--- config.mk ---
export PLATFORM = sky130hd
export DESIGN_NAME = mem_port_arbiter_flat
export DESIGN_NICKNAME = d
export VERILOG_FILES = /design/src/rtl/mem_port_arbiter_if.sv /design/src/rtl/mem_port_arbiter.sv /design/src/flat_wrapper.sv
export SDC_FILE = /design/constraint.sdc
export NUM_CORES = 1
export LEC_CHECK = 0
export CORE_UTILIZATION = 45
export DETAILED_ROUTE_END_ITERATION = 10
export PLACE_DENSITY = 0.95
export SYNTH_ARGS = -nofsm -noshare
export SYNTH_HDL_FRONTEND = slang
export SYNTH_SLANG_ARGS = --single-unit
--- constraint.sdc ---
create_clock -name clk -period 3.1 [get_ports clk]
set_input_delay 0.31 -clock clk [delete_from_list [all_inputs] [get_ports clk]]
set_output_delay 0.31 -clock clk [all_outputs]
set_load 0.05 [all_outputs]
--- src/rtl/mem_port_arbiter_if.sv ---
// Pipeline-side and memory-side handshake bundle for mem_port_arbiter.
// slave is the arbiter's view; master is the pipeline/memory environment's view.
interface mem_port_arbiter_if;
   logic        if_req;
   logic [31:0] if_addr;
   logic        if_done;
   logic [31:0] if_rdata;
   logic        if_stall;

   logic        mem_req;
   logic        mem_we;
   logic [31:0] mem_addr;
   logic [31:0] mem_wdata;
   logic        mem_done;
   logic [31:0] mem_rdata;
   logic        mem_stall;

   logic        ram_req;
   logic        ram_we;
   logic [31:0] ram_addr;
   logic [31:0] ram_wdata;
   logic [31:0] ram_rdata;
   logic        ram_ack;
   logic        bus_err;

   modport slave (
      input  if_req, if_addr, mem_req, mem_we, mem_addr, mem_wdata, ram_rdata, ram_ack,
      output if_done, if_rdata, if_stall, mem_done, mem_rdata, mem_stall,
             ram_req, ram_we, ram_addr, ram_wdata, bus_err
   );

   modport master (
      output if_req, if_addr, mem_req, mem_we, mem_addr, mem_wdata, ram_rdata, ram_ack,
      input  if_done, if_rdata, if_stall, mem_done, mem_rdata, mem_stall,
             ram_req, ram_we, ram_addr, ram_wdata, bus_err
   );
endinterface

--- src/rtl/mem_port_arbiter.sv ---
// Fetch/data arbiter for a single-ported unified memory, with wait-state timeout.
// Optional ARB_PERF_CNT_EN adds stall and forced-fetch performance counters.
module mem_port_arbiter #(
   parameter int unsigned MAX_DSTREAK = 4,
   parameter int unsigned TIMEOUT     = 64
) (
   input  logic                clk,
   input  logic                rst_n,
   mem_port_arbiter_if.slave   bus
`ifdef ARB_PERF_CNT_EN
   ,
   output logic [31:0]         perf_if_stall,
   output logic [31:0]         perf_mem_stall,
   output logic [15:0]         perf_forced
`endif
);

   localparam logic [1:0]  StIdle     = 2'd0;
   localparam logic [1:0]  StIssue    = 2'd1;
   localparam logic [1:0]  StResp     = 2'd2;
   localparam logic [3:0]  MaxDs      = 4'(MAX_DSTREAK);
   localparam logic [7:0]  TimeoutVal = 8'(TIMEOUT);
   localparam logic [31:0] Nop        = 32'h0000_0013;
   localparam logic [31:0] WordMask   = 32'hFFFF_FFFC;

   logic [1:0]  state_q;
   logic        owner_q;  // 1 = data port owns the current transaction
   logic        ram_req_q;
   logic        ram_we_q;
   logic [31:0] ram_addr_q;
   logic [31:0] ram_wdata_q;
   logic [7:0]  wait_q;
   logic [3:0]  dstreak_q;
   logic [31:0] if_rdata_q;
   logic [31:0] mem_rdata_q;
   logic        bus_err_q;

   logic at_max;
   logic grant_fetch;
   logic timeout_hit;

   assign at_max      = (dstreak_q == MaxDs);
   assign grant_fetch = bus.if_req & (~bus.mem_req | at_max);
   // An ack in the final wait cycle takes precedence over the abort.
   assign timeout_hit = ~bus.ram_ack & ((wait_q + 8'd1) == TimeoutVal);

   always_ff @(posedge clk or negedge rst_n) begin
      if (!rst_n) begin
         state_q     <= StIdle;
         owner_q     <= 1'b0;
         ram_req_q   <= 1'b0;
         ram_we_q    <= 1'b0;
         ram_addr_q  <= '0;
         ram_wdata_q <= '0;
         wait_q      <= '0;
         dstreak_q   <= '0;
         if_rdata_q  <= '0;
         mem_rdata_q <= '0;
         bus_err_q   <= 1'b0;
      end else begin
         case (state_q)
            StIdle: begin
               if (bus.if_req | bus.mem_req) begin
                  state_q   <= StIssue;
                  ram_req_q <= 1'b1;
                  wait_q    <= '0;
                  if (grant_fetch) begin
                     owner_q     <= 1'b0;
                     ram_we_q    <= 1'b0;
                     ram_addr_q  <= bus.if_addr & WordMask;
                     ram_wdata_q <= '0;
                     dstreak_q   <= '0;
                  end else begin
                     owner_q     <= 1'b1;
                     ram_we_q    <= bus.mem_we;
                     ram_addr_q  <= bus.mem_addr & WordMask;
                     ram_wdata_q <= bus.mem_wdata;
                     if (!bus.if_req) begin
                        dstreak_q <= '0;
                     end else if (!at_max) begin
                        dstreak_q <= dstreak_q + 4'd1;
                     end
                  end
               end
            end
            StIssue: begin
               wait_q <= wait_q + 8'd1;
               if (bus.ram_ack) begin
                  if (!owner_q) begin
                     if_rdata_q <= bus.ram_rdata;
                  end else if (!ram_we_q) begin
                     mem_rdata_q <= bus.ram_rdata;
                  end
               end else if (timeout_hit) begin
                  bus_err_q <= 1'b1;
                  if (!owner_q) begin
                     if_rdata_q <= Nop;
                  end else if (!ram_we_q) begin
                     mem_rdata_q <= '0;
                  end
               end
               if (bus.ram_ack | timeout_hit) begin
                  state_q     <= StResp;
                  ram_req_q   <= 1'b0;
                  ram_we_q    <= 1'b0;
                  ram_addr_q  <= '0;
                  ram_wdata_q <= '0;
               end
            end
            StResp: begin
               state_q <= StIdle;
            end
            default: begin
               state_q <= StIdle;
            end
         endcase
      end
   end

   assign bus.ram_req   = ram_req_q;
   assign bus.ram_we    = ram_we_q;
   assign bus.ram_addr  = ram_addr_q;
   assign bus.ram_wdata = ram_wdata_q;
   assign bus.if_rdata  = if_rdata_q;
   assign bus.mem_rdata = mem_rdata_q;
   assign bus.bus_err   = bus_err_q;
   assign bus.if_done   = (state_q == StResp) & ~owner_q;
   assign bus.mem_done  = (state_q == StResp) & owner_q;
   assign bus.if_stall  = bus.if_req & ~bus.if_done;
   assign bus.mem_stall = bus.mem_req & ~bus.mem_done;

`ifdef ARB_PERF_CNT_EN
   logic forced;
   assign forced = (state_q == StIdle) & bus.if_req & bus.mem_req & at_max;

   always_ff @(posedge clk or negedge rst_n) begin
      if (!rst_n) begin
         perf_if_stall  <= '0;
         perf_mem_stall <= '0;
         perf_forced    <= '0;
      end else begin
         if (bus.if_stall) begin
            perf_if_stall <= perf_if_stall + 32'd1;
         end
         if (bus.mem_stall) begin
            perf_mem_stall <= perf_mem_stall + 32'd1;
         end
         if (forced) begin
            perf_forced <= perf_forced + 16'd1;
         end
      end
   end
`endif

endmodule

--- src/flat_wrapper.sv ---
// flat-port wrapper written by rule: the top's interface ports become plain ports
module mem_port_arbiter_flat 
#(
   parameter int unsigned MAX_DSTREAK = 4,
   parameter int unsigned TIMEOUT     = 64
)
  (clk, rst_n, bus_if_req, bus_if_addr, bus_mem_req, bus_mem_we, bus_mem_addr, bus_mem_wdata, bus_ram_rdata, bus_ram_ack, bus_if_done, bus_if_rdata, bus_if_stall, bus_mem_done, bus_mem_rdata, bus_mem_stall, bus_ram_req, bus_ram_we, bus_ram_addr, bus_ram_wdata, bus_bus_err);
  mem_port_arbiter_if bus_i ();
  input  logic clk;
  input  logic rst_n;
  input wire logic [$bits(bus_i.if_req)-1:0] bus_if_req;
  input wire logic [$bits(bus_i.if_addr)-1:0] bus_if_addr;
  input wire logic [$bits(bus_i.mem_req)-1:0] bus_mem_req;
  input wire logic [$bits(bus_i.mem_we)-1:0] bus_mem_we;
  input wire logic [$bits(bus_i.mem_addr)-1:0] bus_mem_addr;
  input wire logic [$bits(bus_i.mem_wdata)-1:0] bus_mem_wdata;
  input wire logic [$bits(bus_i.ram_rdata)-1:0] bus_ram_rdata;
  input wire logic [$bits(bus_i.ram_ack)-1:0] bus_ram_ack;
  output wire logic [$bits(bus_i.if_done)-1:0] bus_if_done;
  output wire logic [$bits(bus_i.if_rdata)-1:0] bus_if_rdata;
  output wire logic [$bits(bus_i.if_stall)-1:0] bus_if_stall;
  output wire logic [$bits(bus_i.mem_done)-1:0] bus_mem_done;
  output wire logic [$bits(bus_i.mem_rdata)-1:0] bus_mem_rdata;
  output wire logic [$bits(bus_i.mem_stall)-1:0] bus_mem_stall;
  output wire logic [$bits(bus_i.ram_req)-1:0] bus_ram_req;
  output wire logic [$bits(bus_i.ram_we)-1:0] bus_ram_we;
  output wire logic [$bits(bus_i.ram_addr)-1:0] bus_ram_addr;
  output wire logic [$bits(bus_i.ram_wdata)-1:0] bus_ram_wdata;
  output wire logic [$bits(bus_i.bus_err)-1:0] bus_bus_err;
  assign bus_i.if_req = bus_if_req;
  assign bus_i.if_addr = bus_if_addr;
  assign bus_i.mem_req = bus_mem_req;
  assign bus_i.mem_we = bus_mem_we;
  assign bus_i.mem_addr = bus_mem_addr;
  assign bus_i.mem_wdata = bus_mem_wdata;
  assign bus_i.ram_rdata = bus_ram_rdata;
  assign bus_i.ram_ack = bus_ram_ack;
  assign bus_if_done = bus_i.if_done;
  assign bus_if_rdata = bus_i.if_rdata;
  assign bus_if_stall = bus_i.if_stall;
  assign bus_mem_done = bus_i.mem_done;
  assign bus_mem_rdata = bus_i.mem_rdata;
  assign bus_mem_stall = bus_i.mem_stall;
  assign bus_ram_req = bus_i.ram_req;
  assign bus_ram_we = bus_i.ram_we;
  assign bus_ram_addr = bus_i.ram_addr;
  assign bus_ram_wdata = bus_i.ram_wdata;
  assign bus_bus_err = bus_i.bus_err;
  mem_port_arbiter #(.MAX_DSTREAK(MAX_DSTREAK), .TIMEOUT(TIMEOUT)) u_core (.clk(clk), .rst_n(rst_n), .bus(bus_i));
endmodule
==> metrics.md, run 1 <==
| Metric | Value |
|---|---|
| Outcome | finished, final reports clean |
| Power Density | 1140 nW/um^2 |
| Unique masters post-synth | 45 |
| Syn Area/Cell | 9.81 sq um |
| Int Power | 5.92 mW |
| Simple logic cell fraction of the synthesized area | 0.129 |
| Compound-Gate Fraction of Synth Area | 0.219 |
| Yosys top cell area share | 0.555 |
| Mapped Area | 6490 sq um |
| CTS tree | done |
| Clock skew | 14.8 ps |
| R2R cell count | 5 |
| Most frequent cell after synthesis | dfrtp_1 |
| GRT Total Usage | 0.279 |
| Io pins | 269 |
| Largest family of logic cells by synthesized area | compound AO/OA/AOI/OAI gates |
| H-tree levels | 4 |
| Initial antenna violation count | 0 |
| Starting Density | 0.464 |
| Worst-skew pair later-pin latency | 420 ps |
| Mapped Cells | 661 |
| Final Slew Violations | 0 |
| Antenna diodes | 0 |
| Slack of the critical path | 733 ps |
| Crit path max fanout | 8 |
| Final setup fails | 0 |
| Mux share of post-synthesis cell area | 0.0478 |
| XOR/XNOR Fraction of Synth Area | 0.00135 |
| CTS root buf | clkbuf_16 |
| Largest net degree at the start of global routing | 69 |
| Reg power frac | 0.285 |
| Leakage Power | 4.05 nW |
| Cts hold-fix bufs | 1 |
| DR top layer | met4 |
| Post-synthesis register bit count | 144 |
| Max Buffers Root-to-Sink | 2 |
| Final Hold Viols | 0 |
| Yosys warns | 0 |
| Post-synth top cells | dfrtp_1, nand2_1, nor2_1, a21oi_1, o21ai_1 |
| Area of the core | 14000 sq um |
| Synth top area cells | dfrtp_1, nand2_1, mux2i_1 |
| Fillers | 999 |
| Post-Synth Adder-Cell Area | 0.00579 |
| Worst path required time | 2790 ps |
| Drt pass-1 iters | 7 |
| Post-CTS setup buffer count | 0 |
| Total Wirelength | 20300 um |
| Final HPWL DP | 14000 um |
| Post-DRT Antenna Nets | 0 |
| Maxcap violations | 0 |
| R2r setup slk | 740 ps |
| Wire length on met1 | 8140 um |
| RSZ-0062 raised after global routing | no |
| Routability Congestion | 0.840 |
| Cts repair resizes | 0 |
| Switching share of power | 0.474 |
| Ys async rst share | 1.00 |
| Final net count | 1041 |
| Total Neg Setup Slack | 0 ps |
| Layout cells sized above 1 | 0.0589 |
| Rows | 43 |
| Slew Limit Headroom | 0.490 |
| Die area | 14900 sq um |
| Maximum vdd drop | 0.695 mV |
| RR Startpoint | u_core.state_q[0] |
| First-pass GRT wire length | 31300 um |
| Vias | 6055 |
| Synth area leader | dfrtp_1 |
| Combinational power share | 0.534 |
| Wire length per cell | 18.5 um |
| Worst setup EP type | output pin |
| Drc violations | 0 |
| CTS Sinks | 144 |
| Crit path kind | reg2out |
| Register area share after synthesis | 0.555 |
| Clock share of power | 0.181 |
| Number of synthesized flops with an enable pin | 0 |
| Met3 routed WL | 1150 um |
| Prevailing post-synth register cell | dfrtp_1 |
| Vias in the first global route | 5942 |
| Congestion Overflow GR | 0 |
| Net Sw Power | 5.33 mW |
| Routed vias/inst | 5.52 |
| Final worst path period share | 0.764 |
| Area growth syn-to-layout | 51.7% |
| Hold/Removal Path Class | in2async |
| Critical path arrival | 2060 ps |
| Worst Tran Pin Value | 762 ps |
| Die X | 122 um |
| Die Ht | 122 um |
| Crit path launch type | flip-flop |
| WL met2 | 10400 um |
| Pre-CTS setup slack | 533 ps |
| Tmin final | 2370 ps |
| Port buffer count | 262 |
| Reg clk slew, reported paths | 60 ps |
| R2r endpoint | u_core.bus.mem_rdata[0] |
| Initial DRC Count | 396 |
| Inserted Clock Buffers | 17 |
| Fmax | 422 MHz |
[worst max-delay path: stages, from the launching register on]
cell and delay [ps]:
dfrtp_1 460, nor3b_1 300, clkdlybuf4s50_1 880
[state kept, by name (all words and copies together), names as in the netlist]
register	cells
u_core.bus.bus_err	1
u_core.bus.if_rdata	32
u_core.bus.mem_rdata	32
u_core.bus.ram_addr	30
u_core.bus.ram_req	1
u_core.bus.ram_wdata	32
u_core.bus.ram_we	1
u_core.dstreak_q	4
u_core.owner_q	1
u_core.state_q	2
u_core.wait_q	8
[layer usage]
| metal | global-route usage | up-vias |
|---|---|---|
| met4 | 0.143 | 0 |
| met1 | 0.347 | 2938 |
| li1 | - | 2817 |
| met3 | 0.0566 | 46 |
| met2 | 0.461 | 254 |
| met5 | 0 | - |
[placed cells by master (no fill, tap or decap), drive strengths merged, types with 3 or more instances in the layout]
master	Yosys	routed
nand3	4	4
mux2i	31	31
clkinvlp	0	6
o2bb2ai	30	30
buf	27	13
a22o	34	34
nor2	70	70
clkdlybuf4s50	0	261
o21ai	77	77
nand2	105	105
o22a	3	3
dfrtp	144	144
inv	3	3
nor2b	3	3
nand4	3	3
a21oi	61	61
clkbuf	25	20
nand2b	3	3
o31a	4	4
ha	3	3
nor3	4	4
clkinv	0	4
[power groups by stage]
stage	sequential, mW	combinational, mW	clock, mW
global route	3.29	6.28	2.14
floorplan	5.51	1.54	0
CTS	3.19	6.03	2.07
detailed placement	3.18	6.02	0
global placement	3.16	5.87	0
finish	3.20	6.01	2.04
[area by class of cell]
cell class,instances,area [sq um],area share
Multi-Input combinational cell,463,2650,0.269
Tap cell,180,225,0.0229
Clock buffer,20,457,0.0464
Inverter,3,11.3,0.00114
Sequential cell,144,3600,0.366
Clock inverter,12,136,0.0139
Timing Repair Buffer,275,2760,0.281
[per-stage QoR]
step	hold slack, ps	total power [mW]	instances	cell area, sq um	util
after floorplan	14.4	7.05	662	6490	-
after global placement	349	9.03	1064	9240	0.661
after detailed placement	354	9.20	1064	9240	0.661
after CTS	470	11.3	1097	9840	0.704
after global routing	495	11.7	1097	9840	0.704
final	441	11.3	1097	9840	0.704
[kinds of logic (layout without fill, tap and decap cells)]
kind of cell / Yosys count / in the layout
XOR/XNOR: 1 / 1
adder cells (fa/ha/maj): 3 / 3
buffers and inverters: 55 / 310
flip-flops: 144 / 144
AO/OA/AOI/OAI: 223 / 223
other: 1 / 2
multiplexers: 31 / 31
AND/OR/NAND/NOR: 203 / 203
[worst max-delay path by stage]
stage                     slack, ps  cells past startpoint                       end               from
after floorplan                 560                      2              bus_if_stall  u_core.state_q[0]
after global placement          590                      7  u_core.bus.ram_wdata[26]        bus_mem_req
after detailed placement        530                      7  u_core.bus.ram_wdata[31]        bus_mem_req
after CTS                       700                      2               bus_if_done  u_core.state_q[0]
after global routing            560                      7   u_core.bus.mem_rdata[3]  u_core.state_q[0]
final                           730                      2               bus_if_done  u_core.state_q[0]
Power figures use the tool's default switching activity.
==> inputs of run 2 (changes only) <==
- CORE_UTILIZATION: 45 -> 39
- PLACE_DENSITY: 0.95 -> 0.89
- clock period: 3.1 -> 2 ns (I/O delays scaled with it)
==> metrics.md, run 2 (synthesis gave the netlist of run 1 again) <==
| Metric | Value |
|---|---|
| Die X | 131 um (+7.3%) |
| Initial antenna violation count | 0 (unchanged) |
| FF/Latch Area | 3600 sq um (unchanged) |
| Final Instance Area | 10100 sq um (+2.9%) |
| Outcome | finished, final reports clean |
| Final HPWL DP | 14200 um (+1.5%) |
| Routed vias/inst | 5.16 (-6.4%) |
| Crit path kind | reg2reg |
| Wire length per cell | 17.4 um (-6.2%) |
| CTS Sinks | 144 (unchanged) |
| Max Buffers Root-to-Sink | 2 (unchanged) |
| Crit path max fanout | 38 (+30) |
| GRT Total Usage | 0.238 (-0.0410) |
| Vias in the first global route | 5841 (-1.7%) |
| Fmax | 533 MHz |
| Area of the core | 16100 sq um (+15%) |
| H-tree levels | 4 (unchanged) |
| Most common cell after layout, fill and taps aside | clkdlybuf4s50_1 |
| Clock share of power | 0.181 (about the same) |
| Starting Density | 0.404 (-0.0598) |
| Commonest non-fill, non-tap cells in the layout | clkdlybuf4s50_1, dfrtp_1, nand2_1 |
| Final setup fails | 0 (unchanged) |
| Crit path launch type | flip-flop |
| Power Density | 1740 nW/um^2 (+52%) |
| Slew Limit Headroom | 0.588 (+0.0981) |
| Die area | 17200 sq um (+15%) |
| Vias | 5918 (-2.3%) |
| Inserted Clock Buffers | 17 (unchanged) |
| Net Sw Power | 8.31 mW (+56%) |
| Worst-skew pair later-pin latency | 420 ps (about the same) |
| Int Power | 9.34 mW (+58%) |
| Switching share of power | 0.471 (-0.00339) |
| Routability Congestion | 0.827 (-1.5%) |
| Tmin final | 1880 ps |
| Worst setup EP type | flip-flop |
| Fin util | 0.631 (-0.0729) |
| Die Ht | 131 um (+7.3%) |
| Layout cells sized above 1 | 0.0806 (+0.0218) |
| Hold/Removal Path Class | in2async |
| Combinational power share | 0.539 (+0.005) |
| Total Wirelength | 19900 um (-2.0%) |
| Final Slew Violations | 0 (unchanged) |
| Leakage Power | 4.19 nW (+3.3%) |
| Reg power frac | 0.280 (-0.005) |
| Multi-input gate area | 2680 sq um (+0.94%) |
| Final net count | 1054 (+1.2%) |
| Antenna diodes | 0 (unchanged) |
| Clock skew | 16.5 ps (+1.73 ps) |
| Critical path arrival | 2170 ps (+110 ps) |
| Drc violations | 0 (unchanged) |
| Worst Tran Pin Value | 616 ps (-147 ps) |
| First-pass GRT wire length | 30900 um (-1.4%) |
| Post-DP Area | 9500 sq um (+2.8%) |
| Congestion Overflow GR | 0 (unchanged) |
| Final worst path period share | 0.938 |
| Io pins | 269 (unchanged) |
| Post-DRT Antenna Nets | 0 (unchanged) |
| Area growth syn-to-layout | 56.1% |
| Drt pass-1 iters | 5 (-2) |
| Final Hold Viols | 0 (unchanged) |
| CTS root buf | clkbuf_16 |
| Initial DRC Count | 346 (-13%) |
| CTS tree | done |
| Maxcap violations | 0 (unchanged) |
| Fillers | 1283 (+28%) |
| Port buffer count | 262 (unchanged) |
| Largest net degree at the start of global routing | 64 (-7.2%) |
| Worst path required time | 2300 ps (-490 ps) |
| Reg clk slew, reported paths | 60 ps (about the same) |
| Rows | 46 (+7.0%) |
| Maximum vdd drop | 1.22 mV (+75%) |
==> run 2: changes by cell type in the layout (fill, tap and decap cells not counted), sizes merged <==
cell | previous run | this run
clkbuf | 20 | 19
clkinv | 4 | 5
buf | 13 | 30
clkdlybuf4s50 | 261 | 257
inv | 3 | 7
clkinvlp | 6 | 2
==> run 2: layout make-up <==
type	count	share of cell area
clock buffer	19	0.0437
sequential	144	0.356
inverter	3	0.00111
timing repair buffer	288	0.294
clock inverter	13	0.0151
tap	216	0.0267
multi-input combinational	463	0.264
==> run 2: path summary, 6_finish.rpt <==
path / start / to / slack (ps) / cells past startpoint
max: u_core.wait_q[1] / u_core.bus.if_rdata[0] / 120 / 7
min: rst_n / u_core.bus.mem_rdata[12] / 310 / 2
max reg2reg: u_core.wait_q[1] / u_core.bus.if_rdata[0] / 120 / 7
min reg2reg: u_core.bus.bus_err / u_core.bus.bus_err / 480 / 1
max in group asynchronous: rst_n / u_core.bus.ram_we / 1110 / 3
min in group clk: bus_mem_wdata[3] / u_core.bus.ram_wdata[3] / 390 / 2
==> run 2: critical path, stage by stage, from the launching register on <==
cell and delay [ps]:
dfrtp_1 450, ha_4 180, and3_4 210, mux2i_1 230
o21a_1 210, nor2_4 60, buf_12 170, o31a_1 240
==> run 2: layer usage <==
layer	vias to the layer above	global-route usage	wire length [um]
met5	-	0	0
met4	0	0.0987	561
met3	40	0.0489	861
met2	186	0.397	10000
met1	2864	0.302	8490
li1	2828	-	-
==> run 2: power by group through the flow <==
stage | combinational [mW] | clock (mW) | sequential [mW]
6_report | 9.52 | 3.19 | 4.94
3_3_place_gp | 9.36 | 0 | 4.91
5_1_grt | 10.0 | 3.39 | 5.08
3_5_place_dp | 9.57 | 0 | 4.91
4_1_cts | 9.57 | 3.26 | 4.92
2_1_floorplan | 2.39 | 0 | 8.54
==> run 2: metrics by stage <==
| stage | setup WS (ps) | hold slack [ps] | instances | setup TNS (ps) | total power [mW] |
|---|---|---|---|---|---|
| floorplan | 215 | -95.6 | 662 | 0 | 10.9 |
| global placement | 21.8 | 185 | 1112 | 0 | 14.3 |
| detailed placement | -16.9 | 186 | 1112 | -87.7 | 14.5 |
| CTS | 55.1 | 313 | 1145 | 0 | 17.7 |
| global route | -0.449 | 354 | 1146 | -0.449 | 18.5 |
| finish | 123 | 307 | 1146 | 0 | 17.7 |
==> run 2: repair_timing <==
| item | CTS | global route |
|---|---|---|
| hold endpoints to repair | 45 | 0 |
| buffers inserted | 0 | 1 |
| hold buffers | 1 | 0 |
| endpoints found under the setup margin | 0 | 17 |
| gates resized for setup | 0 | 4 |
